<file path="src/rtl/life_step_if.sv">
// Bus bundle between the Game-of-Life generation engine and its surroundings:
// the start toggle, the two cell-RAM ports and the status/population outputs.
interface life_step_if #(
   parameter int WIDTH = 12
) ();
   logic                 start;
   logic [2*WIDTH-1:0]   read_addr;
   logic                 read_val;
   logic [2*WIDTH-1:0]   write_addr;
   logic                 write_en;
   logic                 write_val;
   logic                 busy;
   logic                 finish;
   logic [2*WIDTH-1:0]   population;

   // Engine side: drives addresses, write strobe and status.
   modport master (
      input  start,
      input  read_val,
      output read_addr,
      output write_addr,
      output write_en,
      output write_val,
      output busy,
      output finish,
      output population
   );

   // Environment side: provides the start toggle and the RAM read data.
   modport slave (
      output start,
      output read_val,
      input  read_addr,
      input  write_addr,
      input  write_en,
      input  write_val,
      input  busy,
      input  finish,
      input  population
   );
endinterface

</file>
<file path="src/rtl/life_step.sv">
// Game-of-Life generation engine. Walks the board cell by cell, reads the nine
// cells of each toroidal neighbourhood from the current-generation RAM, applies
// the B3/S23 rule and writes the result into the next-generation RAM.
module life_step #(
   parameter int P_PARAM_M = 5,
   parameter int P_PARAM_N = 5,
   parameter int WIDTH     = 12
) (
   input logic        clk,
   input logic        rst_n,
   life_step_if.master bus
);

   localparam int AW = 2 * WIDTH;

   localparam logic [2:0] S_IDLE   = 3'd0;
   localparam logic [2:0] S_SET    = 3'd1;
   localparam logic [2:0] S_WAIT   = 3'd2;
   localparam logic [2:0] S_SAMPLE = 3'd3;
   localparam logic [2:0] S_WRITE  = 3'd4;
   localparam logic [2:0] S_HOLD   = 3'd5;

   localparam logic [WIDTH-1:0] LAST_ROW = WIDTH'(P_PARAM_M - 1);
   localparam logic [WIDTH-1:0] LAST_COL = WIDTH'(P_PARAM_N - 1);
   localparam logic [WIDTH-1:0] ONE      = WIDTH'(1);

   logic [2:0]       state;
   logic             prev_start;
   logic [WIDTH-1:0] row;
   logic [WIDTH-1:0] col;
   logic [3:0]       k;
   logic [3:0]       acc;
   logic             alive;
   logic [AW-1:0]    pop;

   logic [WIDTH-1:0] nb_row;
   logic [WIDTH-1:0] nb_col;
   logic [AW-1:0]    nb_addr;
   logic [AW-1:0]    cell_addr;
   logic             next_val;

   // Neighbour address for slot k, wrapping by comparison so nothing underflows.
   always_comb begin
      nb_row = row;
      nb_col = col;
      if (k < 4'd3) begin
         nb_row = (row == '0) ? LAST_ROW : row - ONE;
      end else if (k > 4'd5) begin
         nb_row = (row == LAST_ROW) ? '0 : row + ONE;
      end
      if (k == 4'd0 || k == 4'd3 || k == 4'd6) begin
         nb_col = (col == '0) ? LAST_COL : col - ONE;
      end else if (k == 4'd2 || k == 4'd5 || k == 4'd8) begin
         nb_col = (col == LAST_COL) ? '0 : col + ONE;
      end
      nb_addr   = AW'(nb_row) * AW'(P_PARAM_N) + AW'(nb_col);
      cell_addr = AW'(row) * AW'(P_PARAM_N) + AW'(col);
      next_val  = (acc == 4'd3) | (alive & (acc == 4'd2));
   end

   // Start-toggle detection, neighbourhood scan and result write-back.
   always_ff @(posedge clk or negedge rst_n) begin
      if (!rst_n) begin
         state          <= S_IDLE;
         prev_start     <= 1'b0;
         row            <= '0;
         col            <= '0;
         k              <= '0;
         acc            <= '0;
         alive          <= 1'b0;
         pop            <= '0;
         bus.read_addr  <= '0;
         bus.write_addr <= '0;
         bus.write_en   <= 1'b0;
         bus.write_val  <= 1'b0;
         bus.busy       <= 1'b0;
         bus.finish     <= 1'b0;
         bus.population <= '0;
      end else begin
         prev_start <= bus.start;
         case (state)
            S_IDLE: begin
               if (bus.start != prev_start) begin
                  row        <= '0;
                  col        <= '0;
                  k          <= '0;
                  acc        <= '0;
                  pop        <= '0;
                  bus.finish <= 1'b0;
                  bus.busy   <= 1'b1;
                  state      <= S_SET;
               end
            end
            S_SET: begin
               bus.read_addr <= nb_addr;
               state         <= S_WAIT;
            end
            S_WAIT: begin
               state <= S_SAMPLE;
            end
            S_SAMPLE: begin
               if (k == 4'd4) begin
                  alive <= bus.read_val;
               end else begin
                  acc <= acc + {3'b000, bus.read_val};
               end
               k <= k + 4'd1;
               if (k == 4'd8) begin
                  state <= S_WRITE;
               end else begin
                  state <= S_SET;
               end
            end
            S_WRITE: begin
               bus.write_addr <= cell_addr;
               bus.write_val  <= next_val;
               bus.write_en   <= 1'b1;
               pop            <= pop + AW'(next_val);
               state          <= S_HOLD;
            end
            S_HOLD: begin
               bus.write_en <= 1'b0;
               if (row == LAST_ROW && col == LAST_COL) begin
                  bus.population <= pop;
                  bus.busy       <= 1'b0;
                  bus.finish     <= 1'b1;
                  state          <= S_IDLE;
               end else begin
                  if (col == LAST_COL) begin
                     col <= '0;
                     row <= row + ONE;
                  end else begin
                     col <= col + ONE;
                  end
                  acc   <= '0;
                  k     <= '0;
                  state <= S_SET;
               end
            end
            default: begin
               state <= S_IDLE;
            end
         endcase
      end
   end

endmodule

</file>
<file path="src/flat_wrapper.sv">
// flat-port wrapper written by rule: the top's interface ports become plain ports
module life_step_flat 
#(
   parameter int P_PARAM_M = 5,
   parameter int P_PARAM_N = 5,
   parameter int WIDTH     = 12
)
  (clk, rst_n, bus_start, bus_read_val, bus_read_addr, bus_write_addr, bus_write_en, bus_write_val, bus_busy, bus_finish, bus_population);
  life_step_if #(.WIDTH(WIDTH)) bus_i ();
  input logic clk;
  input logic rst_n;
  input wire logic [$bits(bus_i.start)-1:0] bus_start;
  input wire logic [$bits(bus_i.read_val)-1:0] bus_read_val;
  output wire logic [$bits(bus_i.read_addr)-1:0] bus_read_addr;
  output wire logic [$bits(bus_i.write_addr)-1:0] bus_write_addr;
  output wire logic [$bits(bus_i.write_en)-1:0] bus_write_en;
  output wire logic [$bits(bus_i.write_val)-1:0] bus_write_val;
  output wire logic [$bits(bus_i.busy)-1:0] bus_busy;
  output wire logic [$bits(bus_i.finish)-1:0] bus_finish;
  output wire logic [$bits(bus_i.population)-1:0] bus_population;
  assign bus_i.start = bus_start;
  assign bus_i.read_val = bus_read_val;
  assign bus_read_addr = bus_i.read_addr;
  assign bus_write_addr = bus_i.write_addr;
  assign bus_write_en = bus_i.write_en;
  assign bus_write_val = bus_i.write_val;
  assign bus_busy = bus_i.busy;
  assign bus_finish = bus_i.finish;
  assign bus_population = bus_i.population;
  life_step #(.P_PARAM_M(P_PARAM_M), .P_PARAM_N(P_PARAM_N), .WIDTH(WIDTH)) u_core (.clk(clk), .rst_n(rst_n), .bus(bus_i));
endmodule
</file>
<file path="config.mk">
export PLATFORM = sky130hd
export DESIGN_NAME = life_step_flat
export DESIGN_NICKNAME = d
export VERILOG_FILES = /design/src/rtl/life_step_if.sv /design/src/rtl/life_step.sv /design/src/flat_wrapper.sv
export SDC_FILE = /design/constraint.sdc
export NUM_CORES = 1
export LEC_CHECK = 0
export BUFFER_PORTS_ARGS = -buffer_cell sky130_fd_sc_hd__buf_2
export CAP_MARGIN = 0
export CORE_AREA = 2 2 129 131
export CTS_BUF_LIST = sky130_fd_sc_hd__clkbuf_4 sky130_fd_sc_hd__clkbuf_8
export CTS_CLUSTER_SIZE = 28
export DETAILED_ROUTE_END_ITERATION = 6
export DIE_AREA = 0 0 131 133
export GPL_TIMING_DRIVEN = 0
export PLACE_DENSITY = 0.85
export SKIP_CTS_REPAIR_TIMING = 1
export SLEW_MARGIN = 10
export SYNTH_ARGS = -nofsm -noshare
export SYNTH_HDL_FRONTEND = slang
export SYNTH_SLANG_ARGS = --single-unit
</file>
<file path="constraint.sdc">
create_clock -name clk -period 4.61 [get_ports clk]
set_input_delay 0.2305 -clock clk [delete_from_list [all_inputs] [get_ports clk]]
set_output_delay 0.2305 -clock clk [all_outputs]
set_load 0.02 [all_outputs]
</file>
; Word level (Yosys, flattened, before mapping)
; Cells that the tools add are included.
; Widths: inputs -> output; s select.
[totals]
register_bits = 137
word_cells = 104
out_inout_bits = 76
in_bits = 4
[classes]
bitwise = 2
n_reduce_logical = 21
multipliers = 2
n_mux = 32
n_eq_ne = 21
add_sub_neg = 9
n_lt_le_gt_ge = 2
[op_table]
columns = op, count
row1 = $mux 12, 12
row2 = $pmux 12 s2, 2
row3 = $pmux 24 s2, 1
row4 = $add 15x12->16, 2
row5 = $mul 12x3->15 const B, 2
row6 = $add 12x1->12 const B, 2
row7 = $add 24x1->24, 1
row8 = $eq 12x3->1 const B, 2
row9 = $logic_not 12->1, 2
row10 = $mux 24, 1
row11 = $pmux 4 s3, 2
row12 = $sub 12x1->12 const B, 2
row13 = $pmux 3 s6, 1
row14 = $eq 4x2->1 const B, 4
row15 = $eq 4x3->1 const B, 3
row16 = $mux 4, 3
row17 = $reduce_and 3->1, 3
row18 = $reduce_and 4->1, 2
row19 = $eq 3x2->1 const B, 2
row20 = $eq 3x3->1 const B, 2
row21 = $mux 3, 2
row22 = $ne 2x1->1 const B, 3
row23 = $pmux 1 s2, 3
row24 = $reduce_and 2->1, 3
row25 = 17 further kinds, 27

; Logic depth before layout (Yosys ltp)
[depth]
depth_word = 6
mapped_depth = 19
ltp_nobuf = 17

; Worst setup path before layout
; Ideal clock, no wire load.
[synth_timing]
kind = register -> register
start = register u_core.row[0]
end = register u_core.bus.read_addr[12]
n_path_buf = 2
setup_time_ps = 69
stages_incl_launch_ff = 20
path_slack_ps = 26
period_less_slack_ps = 4584
arrival_time_ps = 4515
required_ps = 4541
cell_sequence = dfrtp_1 > inv_1 > ha_1 > nor4b_1 > nand4_1 > clkbuf_1 > and2_1 > clkbuf_1 > a221oi_1 > a31oi_1 > ha_1 > inv_1 > fa_1 > inv_1 > ha_1 > a21o_1 > a21oi_1 > o21ai_0 > a2111o_1 > nand3_1
[synth_between]
elab_chain_cells = 6
word_cells_on_any_way = 10
classes_between = add/sub (3) / mul (1) / eq/ne (1) / mux (4) / reduce/logical (1)
[synth_rtl]
columns = element, line_no
row1 = "start, declared", life_step.sv:29  ; logic [WIDTH-1:0] row;
row2 = "start signal, assigned", life_step.sv:131  ; row <= row + ONE;
row3 = $add 12x1->12 / $eq 12x3->1 (equally long branches), life_step.sv:49  ; nb_row = (row == LAST_ROW) ? '0 : row + ONE;
row4 = $mux 12, life_step.sv:49
row5 = $mux 12, life_step.sv:48  ; end else if (k > 4'd5) begin
row6 = $mux 12 *, life_step.sv:46  ; if (k < 4'd3) begin
row7 = $mul 12x3->15 *, life_step.sv:56  ; nb_addr = AW'(nb_row) * AW'(P_PARAM_N) + AW'(nb_col);
row8 = $add 15x12->16 *, life_step.sv:56
row9 = "end signal, assigned", life_step.sv:95  ; bus.read_addr <= nb_addr;
row10 = "end, declared", life_step_if.sv:20  ; output read_addr,
; Every way passes the cells marked *; elsewhere a longest branch is shown, timed or not.
; A chain may end at the register's enable or synchronous reset.

; Final worst setup path
[layout_timing]
start = register u_core.row[0]
end = register u_core.bus.read_addr[13]
; The elaborated chain is that of the path after synthesis.

==> impl_metrics.csv <==
group,metric,value,unit
run_status,status,"finished, final reports clean",
placed_design,dp_slack,-717,ps
layout,drive_gt1_share,19.2,%
sta,fin_setup_tns,0,ps
die,dieArea,17400,µm²
layout,n_fill_cell,1339,
yosys,yosys.area.top_type_share,33.2,%
cts,cts_root_buffer,"clkbuf_8",
hold_path,hold_class,"input pin to flop",
placed_design,detailed_place_hpwl,17.2,mm
layout,diodes,0,
yosys,yosysWarnings,0,
die,die_x,131,µm
yosys,synth_edf_count,0,
sta,setup_viol,0,
sta,skew,16.1,ps
die,row_count,47,
detailed_routing,wl_per_cell,17.5,µm
global_routing,grt_usage,27.6,%
yosys,ys_types,72,
placed_design,io_buffers,61,
detailed_routing,vias_per_cell,6.14,
layout,layout_commonest_cell,"dfrtp_1",
global_routing,antenna_found_initial,0,
detailed_routing,vias,8461,
detailed_routing,drc,0,
layout,finalNetCount,1239,
yosys,ys_seq_area_share,33.2,%
yosys,synthArstFlopShare,100,%
global_routing,gr-total-overflow,0,
detailed_routing,drt-initial-drc-count,712,
yosys,synthTopCellsByArea,"dfrtp_1 (33%), ha_1 (9.6%), o21ai_0 (5.5%)",
detailed_routing,drt-pass1-iter-count,6,
critical_path,critPathKind,"flop to flop",
sta,fmax,222,MHz
critical_path,cp-end-kind,"flop",
sta,slew_viol_final,0,
power,vdd_ir_drop_max,204,µV
sta,tightest_slew,1100,ps
critical_path,crit_fanout,10,
global_routing,grt_pass1_wl,38.3,mm
placed_design,placed_cell_area,9640,µm²
detailed_routing,drtAntennaViolNets,0,
global_routing,grt_max_degree,86,
die,fp.dieH,133,µm
layout,fin_util,64.3,%
power,power.density,205,nW/µm²
die,start_util,55.4,%
power,power.leakage,4.90,nW
die,coreArea,16200,µm²
sta,max_slew_margin,26.1,%
die,ios,80,
yosys,syn_inst,1036,
critical_path,max_stage_delay,560,ps
cts,cts_buffer_depth,2,
layout,design_area,10400,µm²
yosys,syn_area,8960,µm²
critical_path,critPathSlowestCell,"fa_1",
cts,cts_tree,"done",
yosys,synth_top_cell_by_area,"dfrtp_1",
sta,fin_crit,4510,ps
critical_path,cp-start-kind,"flop",
detailed_routing,postRouteWirelength,24.2,mm
flow_run,maxCapViolations,0,
layout,area_growth,16.0,%
critical_path,critical_path_required,4970,ps
critical_path,cp.arrival,4880,ps
layout,layout_common_cells,"dfrtp_1 (114), inv_1 (93), nand2_1 (92)",
sta,hold_viol,0,
yosys,ys_ff_latch,119,
cts,h-tree-depth,4,
yosys,ys.flop_type,"dfrtp_1",
cts,tritoncts_num_sinks,119,
cts,clk_pin_slew,80,ps
placed_design,place_congestion,0.938,
cts,numCtsBuffers,17,
sta,post-route-period-util,97.9,%
cts,clk_latency,460,ps
yosys,avgSynthCellArea,8.65,µm²
critical_path,worstPathCellList,"inv_2 > ha_1 > nor4b_4 > nand4_1 > buf_6 > and2_2 > buf_6 > nand2_1 > o221ai_1 > ha_1 > fa_1 > ha_2 > a211oi_2 > o21ai_0 > and3_1 > o31a_1 > o31ai_1",
sta,timing.final.ws_setup,96.2,ps
global_routing,grt_pass1_vias,7712,
[registers in the layout, summed over array words and instances, names as in the netlist, 3 cells and up]
signal and flops:
u_core.k 4, u_core.state 3, u_core.acc 4, u_core.pop 24, u_core.col 12, u_core.bus.population 24, u_core.bus.write_addr 15, u_core.row 12
u_core.bus.read_addr 15
[through the flow]
stage | hold slack, ps | power [mW] | cells
5_1_grt | 13.2 | 2.21 | 1379
3_3_place_gp | 380 | 1.15 | 1334
2_1_floorplan | -65.1 | 1.12 | 1053
4_1_cts | -359 | 2.14 | 1367
6_report | 29.6 | 2.13 | 1379
3_5_place_dp | 137 | 1.16 | 1335
[layer usage]
metal / up-vias / wire length (µm) / track usage (%) / share of wire (%)
met5: - / 0 / 0 / 0
met4: 0 / 855 / 11.5 / 3.5
met3: 93 / 1790 / 6.11 / 7.4
met2: 438 / 11300 / 43.2 / 47
met1: 3978 / 10200 / 36.9 / 42
li1: 3952 / - / - / -
[cell families after synthesis]
| kind of cell | Yosys count | synth area share (%) |
|---|---|---|
| and+or+nand+nor | 316 | 17.3 |
| xor gates and xnor gates | 12 | 1.17 |
| buffers and inverters | 173 | 8.38 |
| adders and majority gates | 89 | 14.1 |
| AOI/OAI and AO/OA | 290 | 21.4 |
| other | 1 | 0.0418 |
| DFF | 119 | 33.2 |
| muxes | 36 | 4.40 |
[power breakdown]
part           switching, mW  leakage, nW  internal, mW
clock network          0.491        0.210         0.501
logic                 0.0482         3.29        0.0277
registers             0.0108         1.40          1.05
total                  0.550         4.90          1.58
[cell usage after synthesis, types with 9 or more instances]
master    count
a211oi_1     15
a21o_1       17
a21oi_1      21
a31oi_1      23
and3_1        9
buf_4        19
clkbuf_1     46
dfrtp_1     119
fa_1         20
ha_1         69
inv_1        96
mux2_2       27
mux2i_1       9
nand2_1      92
nand3_1      53
nand4_1      17
nor2_1       57
nor3_1       32
nor4_1       11
o211ai_1     14
o21ai_0      98
o31ai_1      21
or3_1        11
[final timing paths]
| path | end | slack, ps | from | cells after the start |
|---|---|---|---|---|
| max | u_core.bus.read_addr[13] | 100 | u_core.row[0] | 17 |
| min | u_core.alive | 30 | bus_read_val | 2 |
| max reg2reg | u_core.bus.read_addr[13] | 100 | u_core.row[0] | 17 |
| min reg2reg | u_core.bus.write_addr[13] | 480 | u_core.bus.write_addr[13] | 2 |
| max in group asynchronous | u_core.row[3] | 3640 | rst_n | 3 |
| min in group asynchronous | u_core.bus.population[11] | 220 | rst_n | 2 |
[layout make-up]
type | count | area (µm²) | area share (%)
Multi-Input combinational cell | 761 | 5480 | 52.7
Sequential cell | 119 | 2980 | 28.7
Timing Repair Buffer | 83 | 502 | 4.83
Buffer | 67 | 378 | 3.64
Inverter | 97 | 368 | 3.54
Tap cell | 220 | 275 | 2.65
Clock buffer | 18 | 241 | 2.32
Clock inverter | 14 | 163 | 1.57
[critical path, delay by kind of cell (launching register included)]
family	cells	cell delay, ps
adder cells (fa/ha/maj)	4	1400
AO/OA/AOI/OAI	5	1190
buffers and inverters	3	430
AND/OR/NAND/NOR	5	910
flip-flops	1	460
Note: power is estimated with default switching activity, not from simulation.
